$ cat src/rtl/irq_pkg.sv
// Shared constants, FSM state type and reset values for irq_capture.
package irq_pkg;

    localparam int N_REQ = 8;
    localparam int IDX_W = 3;

    typedef enum logic [1:0] {
        IDLE  = 2'd0,
        OFFER = 2'd1,
        GAP   = 2'd2
    } irq_state_t;

    localparam logic [N_REQ-1:0] PEND_RST  = '0;
    localparam logic [N_REQ-1:0] OVF_RST   = '0;
    localparam logic [IDX_W-1:0] IDX_RST   = '0;
    localparam irq_state_t       STATE_RST = IDLE;

    function automatic logic [N_REQ-1:0] idx_onehot(input logic [IDX_W-1:0] idx);
        logic [N_REQ-1:0] v;
        v      = '0;
        v[idx] = 1'b1;
        return v;
    endfunction

endpackage

$ cat src/rtl/req_sync.sv
// Single-bit synchroniser followed by a rising-edge detector.
module req_sync #(
    parameter int SYNC_STAGES = 2
) (
    input  logic clk,
    input  logic rst,
    input  logic d,
    output logic rise
);

    logic [SYNC_STAGES-1:0] sync_q;
    logic                   prev_q;

    always_ff @(posedge clk) begin
        if (rst) begin
            sync_q <= '0;
            prev_q <= 1'b0;
        end else begin
            sync_q <= {sync_q[SYNC_STAGES-2:0], d};
            prev_q <= sync_q[SYNC_STAGES-1];
        end
    end

    assign rise = sync_q[SYNC_STAGES-1] & ~prev_q;

endmodule

$ cat src/rtl/irq_capture.sv
// Request capture and valid/ack handshake around the 8-to-3 priority encoder.
// Optional overflow flags are built when IRQ_CAPTURE_OVF_EN is defined.
module irq_capture
    import irq_pkg::*;
#(
    parameter int SYNC_STAGES = 2
) (
    input  logic             clk,
    input  logic             rst,
    input  logic [N_REQ-1:0] req_in,
    input  logic [N_REQ-1:0] mask,
    input  logic             en,
    output logic [N_REQ-1:0] pend_out,
    input  logic [IDX_W-1:0] code_in,
    output logic             irq_valid,
    output logic [IDX_W-1:0] irq_idx,
    input  logic             irq_ack,
    output logic [N_REQ-1:0] ovf,
    input  logic [N_REQ-1:0] ovf_clr
);

    logic [N_REQ-1:0] rise;
    logic [N_REQ-1:0] pend_q;
    logic [N_REQ-1:0] clr;
    irq_state_t       state_q;
    irq_state_t       state_d;
    logic [IDX_W-1:0] idx_q;
    logic [IDX_W-1:0] idx_d;

    for (genvar i = 0; i < N_REQ; i++) begin : g_sync
        req_sync #(
            .SYNC_STAGES(SYNC_STAGES)
        ) u_sync (
            .clk (clk),
            .rst (rst),
            .d   (req_in[i]),
            .rise(rise[i])
        );
    end

    assign pend_out  = pend_q & mask;
    assign irq_valid = (state_q == OFFER);
    assign irq_idx   = idx_q;

    always_comb begin
        state_d = state_q;
        idx_d   = idx_q;
        clr     = '0;
        unique case (state_q)
            IDLE: begin
                // Code 0 is ambiguous, so qualify on the vector itself.
                if (en && (|pend_out)) begin
                    state_d = OFFER;
                    idx_d   = code_in;
                end
            end
            OFFER: begin
                if (irq_ack) begin
                    state_d = GAP;
                    clr     = idx_onehot(idx_q);
                end
            end
            GAP: begin
                state_d = IDLE;
            end
            default: begin
                state_d = IDLE;
            end
        endcase
    end

    always_ff @(posedge clk) begin
        if (rst) begin
            state_q <= STATE_RST;
            idx_q   <= IDX_RST;
            pend_q  <= PEND_RST;
        end else begin
            state_q <= state_d;
            idx_q   <= idx_d;
            pend_q  <= (pend_q & ~clr) | rise;
        end
    end

`ifdef IRQ_CAPTURE_OVF_EN
    logic [N_REQ-1:0] ovf_q;

    // A repost that coincides with its own clear is not lost, so no flag.
    always_ff @(posedge clk) begin
        if (rst) begin
            ovf_q <= OVF_RST;
        end else begin
            ovf_q <= (ovf_q & ~ovf_clr) | (rise & pend_q & ~clr);
        end
    end

    assign ovf = ovf_q;
`else
    logic unused_ovf_clr;

    assign unused_ovf_clr = ^ovf_clr;
    assign ovf            = OVF_RST;
`endif

endmodule

$ cat config.mk
export PLATFORM = sky130hd
export DESIGN_NAME = irq_capture
export DESIGN_NICKNAME = d
export VERILOG_FILES = /design/src/rtl/irq_pkg.sv /design/src/rtl/req_sync.sv /design/src/rtl/irq_capture.sv
export SDC_FILE = /design/constraint.sdc
export NUM_CORES = 1
export LEC_CHECK = 0
export ABC_AREA = 0
export BUFFER_PORTS_ARGS = -buffer_cell sky130_fd_sc_hd__buf_2
export CAP_MARGIN = 20
export CORE_ASPECT_RATIO = 0.9
export CORE_UTILIZATION = 45
export DETAILED_ROUTE_END_ITERATION = 10
export PLACE_DENSITY = 0.71
export RECOVER_POWER = 25
export SLEW_MARGIN = 20
export SYNTH_ARGS = -nofsm -noshare
export SYNTH_HDL_FRONTEND = slang
export SYNTH_SLANG_ARGS = --single-unit
$ cat constraint.sdc
create_clock -name clk -period 1.85 [get_ports clk]
set_input_delay 0.0925 -clock clk [delete_from_list [all_inputs] [get_ports clk]]
set_output_delay 0.0925 -clock clk [all_outputs]
set_load 0.02 [all_outputs]
=== Word level (Yosys, flattened, before mapping) ===
Index checks and enable logic that the tools add are counted.

* Order comparisons: 2
* Equality and inequality tests: 3
* Muxes and demuxes: 7
* Bitwise operators: 20
* Reduce and logical (&&, ||, !) cells: 6

{| class="wikitable"
|+ Operators by type and width
! operator !! count
|-
| AND 8 bit || 2
|-
| 2-to-1 mux 8 bit || 2
|-
| AND 1 bit || 8
|-
| NOT 1 bit || 8
|-
| NOT 8 bit || 1
|-
| bitwise OR 8 bit || 1
|-
| OR reduction 8 bit || 1
|-
| less-than comparator 3 x 4 -> 1 bit, second input constant || 1
|-
| 2-to-1 mux 2 bit || 2
|-
| one-hot mux 2 bit (2 select lines) || 1
|-
| AND reduction 2 bit || 2
|-
| demux 1 bit (select 3 bit) || 1
|-
| >= comparator 3 x 1 -> 1 bit, second input constant || 1
|-
| equality test 2 x 1 -> 1 bit, second input constant || 1
|-
| logical AND 1 bit || 2
|-
| zero test 2 bit || 1
|-
| != test 2 x 1 -> 1 bit, second input constant || 1
|-
| != test 2 bit, second input constant || 1
|-
| 2-to-1 mux 1 bit || 1
|}

* Register bits after elaboration: 37
* Bits of input ports: 31
* Output and inout bits: 20

=== Logic depth before layout (Yosys ltp) ===
* Depth in word-level cells: 9
* Mapped depth: 4

=== Hierarchy ===
From an unflattened synthesis, not the netlist that was laid out.

* Cell total of the unflattened synthesis: 134
* Area total of the unflattened synthesis: 1373.8 um^2

{| class="wikitable"
|+ By module, submodules not included
! module !! instances !! cells each !! area each (um^2) !! sequential area each (um^2)
|-
| req_sync || 8 || 7 || 87.6 || 60.1
|-
| irq_capture || 1 || 78 || 673.1 || 260.2
|}

=== Worst setup path before layout ===
Ideal clock, no wire load.

* Path kind: register -> register
* Start point: reg pend_q[4]
* End point: reg state_q[0]
* Data arrival time: 1.562 ns
* Data required time: 1.735 ns
* Slack: 0.173 ns
* Stages on the path, launching flop included: 5
* Buffers on the path: 0
* Cells stage by stage: dfxtp_1 > and2_1 > or4_4 > o41a_4 > o21ba_1

* Longest elaborated chain between the ends: 5

{| class="wikitable"
|+ RTL lines
! element !! RTL line !! RTL
|-
| from (decl) || irq_capture.sv:23 || <nowiki>logic [N_REQ-1:0] pend_q;</nowiki>
|-
| from (signal assigned) || irq_capture.sv:80 || <nowiki>pend_q <= (pend_q & ~clr) | rise;</nowiki>
|-
| AND 8 bit || irq_capture.sv:41 || <nowiki>assign pend_out = pend_q & mask;</nowiki>
|-
| net pend_out[4] || irq_capture.sv:13 || <nowiki>output logic [N_REQ-1:0] pend_out,</nowiki>
|-
| OR reduction 8 bit || irq_capture.sv:52 || <nowiki>if (en && (|pend_out)) begin</nowiki>
|-
| logical AND 1 bit || irq_capture.sv:52 ||
|-
| != test 2 bit (no line) || - ||
|-
| AND reduction 2 bit (no line) || - ||
|-
| to (signal assigned) || irq_capture.sv:78 || <nowiki>state_q <= state_d;</nowiki>
|-
| to (decl) || irq_capture.sv:25 || <nowiki>irq_state_t state_q;</nowiki>
|}

The timed path passes the listed nets, and every way through them passes these cells.
A chain may end at the register's enable or synchronous reset.

=== Worst setup path after layout ===
* Start point: reg pend_q[4]
* End point: reg state_q[0]

* Longest elaborated chain between the ends: 5

{| class="wikitable"
|+ RTL lines
! element !! RTL line
|-
| AND 8 bit || irq_capture.sv:41
|-
| OR reduction 8 bit || irq_capture.sv:52
|-
| logical AND 1 bit || irq_capture.sv:52
|-
| != test 2 bit (no line) || -
|-
| AND reduction 2 bit (no line) || -
|}

No other way between the ends.

==> results.yml <==
worst_setup_path:
  r2r_cells: 4
  r2r_start: "pend_q[4]$_SDFF_PP0_"
  rrSetupSlack_ns: 0.18
  startpoint_type: "flip-flop"
  startpoint: "pend_q[4]$_SDFF_PP0_"
  end_kind: "flip-flop"
  path_delay_family: "simple AND/OR/NAND/NOR gates"
  r2r-end: "state_q[0]$_SDFFE_PP0P_"
  crit_type: "flip-flop to flip-flop"
  crit_buf_inv: 0
  worstPathArrival_ns: 1.90
  crit_chain: "and2_1, or4_4, o41a_4, o21ba_1"
  cp.required_ns: 2.09
  cp_max_fo: 4
  cpPeakStageDelay_ns: 0.48
  slowest_stage: "or4_4"
cells_and_area:
  finish.utilization: 0.598
  stdcell_count: 216
  final_nets: 206
  multi_input_area_um2: 546
  drive_above_1_share: 0.267
  fillCellCount: 242
  antenna_cells: 0
  design_area_mm2: 0.00166
  seq_area_um2: 741
  area_delta_synth_final_pct: 24.2
pwr:
  p_leak_nw: 0.725
  power_density_mw_per_mm2: 844
  max-vdd-ir-drop_mv: 0.554
  total_power_mw: 1.40
global_routing:
  grt_pass1_wl_um: 3230
  grt_use_total: 0.147
  antenna_found_initial: 0
  grt_start_max_net_pins: 41
  grt_pass1_vias: 794
  overflow: 0
worst_hold_path:
  holdPathStages: 3
  min_path_type: "input pin to flip-flop"
  worstHoldEndpoint: "irq_idx[2]$_SDFFE_PP0P_"
  min-delay-start: "code_in[2]"
yosys:
  netlist_instances: 129
  ys_seq_elements: 37
  synth_edf_count: 0
  synth_ff_type: "dfxtp_1"
  synth_seq_area_share: 0.555
  synth.most_common_cell: "dfxtp_1"
  synth_area_per_cell_um2: 10.3
  synth_top_cell_by_area: "dfxtp_1"
  synthesis.area_mm2: 0.00134
  synth_top_area_frac: 0.555
  ys_async_sr_fraction: 0
  yosys_warnings: 0
  synth_commonest_cells: "dfxtp_1, nor2b_1, nand2b_1, a21oi_1, buf_4"
  synth_area_leaders: "dfxtp_1, nor2b_1, nand2b_1"
  synth_cell_type_count: 22
place:
  portBuffers: 34
  routabilityCongestion: 0.678
  dp_hpwl_um: 1440
  post-place-cells: 198
  place_ws_ns: 0.194
  post_dp_cell_area_mm2: 0.00151
sta:
  fin_tns_setup_ns: 0
  relSlewSlack: 0.576
  final-setup-viol-count: 0
  timing.final.crit_share: 0.900
  slew_viol_final: 0
  clock.fmax_mhz: 601
  holdWs_ns: 0.0276
  hold_viol: 0
  fin_skew_ns: 0.00910
  fin_crit_ns: 1.67
  setup_ws_ns: 0.185
  tightest_slew_ns: 0.636
  rsz0062_at_grt: "false"
die:
  io_pins: 51
  rows: 18
  die_y_um: 53.7
  die_w_um: 59.4
  start_util: 0.482
  dieArea_mm2: 0.00319
  coreArea_mm2: 0.00277
clock_network:
  cts_tree: "built"
  clkTransAtPathRegs_ns: 0.10
  cts_buffer_depth: 2
  cts-resized-gates: 0
  cts-buffers-inserted: 5
  postCtsHoldBufs: 10
  cts-root-buf: "clkbuf_4"
  h-tree-depth: 2
  clk_latency_ns: 0.33
  cts_sinks: 37
  post_cts_buffers: 0
drt:
  dr.pass1.iters: 2
  vias_per_cell: 4.46
  vias: 964
  antenna_left: 0
  wl_per_cell_um: 9.88
  wl_um: 2130
  drt_iter0_markers: 11
  drc: 0
job:
  drv_cap: 0
status:
  status: "complete, no violations"
registers in the layout (all words and copies together), names as in the netlist:
signal,cells
irq_idx,3
pend_q,8
state_q,2
g_sync.u_sync.sync_q,16
g_sync.u_sync.prev_q,8
logic make-up after synthesis:
kind of cell	Yosys count	synth area share
AOI/OAI and AO/OA	18	0.0872
buffers and inverters	12	0.0562
DFF	37	0.555
muxes	3	0.0225
other	1	0.00281
and+or+nand+nor	58	0.276
tightest hold or removal path, delay by kind of cell:
kind	cells	cell delay (ns)
mux	1	0.07
simple gates	1	0.06
buf+inv	1	0.10
routing by layer:
layer / part of all wire / vias to the layer above / GRT usage
met5: 0 / - / 0
met4: 0.022 / 0 / 0.0952
met1: 0.45 / 430 / 0.162
met3: 0.068 / 6 / 0.0649
met2: 0.46 / 37 / 0.232
li1: - / 491 / -
final cells by class:
type | instances | area share
flip-flops and latches | 37 | 0.447
multi-input cells | 87 | 0.329
repair buffers | 44 | 0.163
well taps | 40 | 0.0302
clock buffers | 6 | 0.0249
clock inverters | 2 | 0.00604
report_power, final:
part	internal (mW)	switching [mW]	total, mW	leakage, nW
Sequential	0.834	0.0180	0.851	0.304
Combinational	0.0822	0.0801	0.162	0.389
Clock	0.145	0.241	0.386	0.0320
cell usage in the layout, fill, tap and decap left out, drive strengths merged:
| cell type | Yosys | final |
|---|---|---|
| nand3b | 1 | 1 |
| o41a | 1 | 1 |
| and2 | 8 | 8 |
| conb | 1 | 8 |
| clkbuf | 4 | 6 |
| or2 | 2 | 2 |
| nor2b | 26 | 26 |
| dfxtp | 37 | 37 |
| o31ai | 2 | 2 |
| buf | 8 | 34 |
| clkinv | 0 | 2 |
| nor2 | 1 | 1 |
| dlygate4sd3 | 0 | 10 |
| o21ai | 6 | 6 |
| a21oi | 8 | 8 |
| o21ba | 1 | 1 |
| or4 | 1 | 1 |
| nand2 | 1 | 1 |
| nand2b | 16 | 16 |
| nor3b | 1 | 1 |
| mux2i | 3 | 3 |
| nand3 | 1 | 1 |
worst max-delay path by stage:
stage / depth (start not counted) / endpoint
final: 4 / state_q[0]$_SDFFE_PP0P_
after global routing: 4 / state_q[0]$_SDFFE_PP0P_
after CTS: 4 / state_q[0]$_SDFFE_PP0P_
after detailed placement: 4 / state_q[0]$_SDFFE_PP0P_
after global placement: 4 / state_q[0]$_SDFFE_PP0P_
after floorplan: 4 / state_q[0]$_SDFFE_PP0P_
No activity file was read; power rests on OpenSTA's default activity.
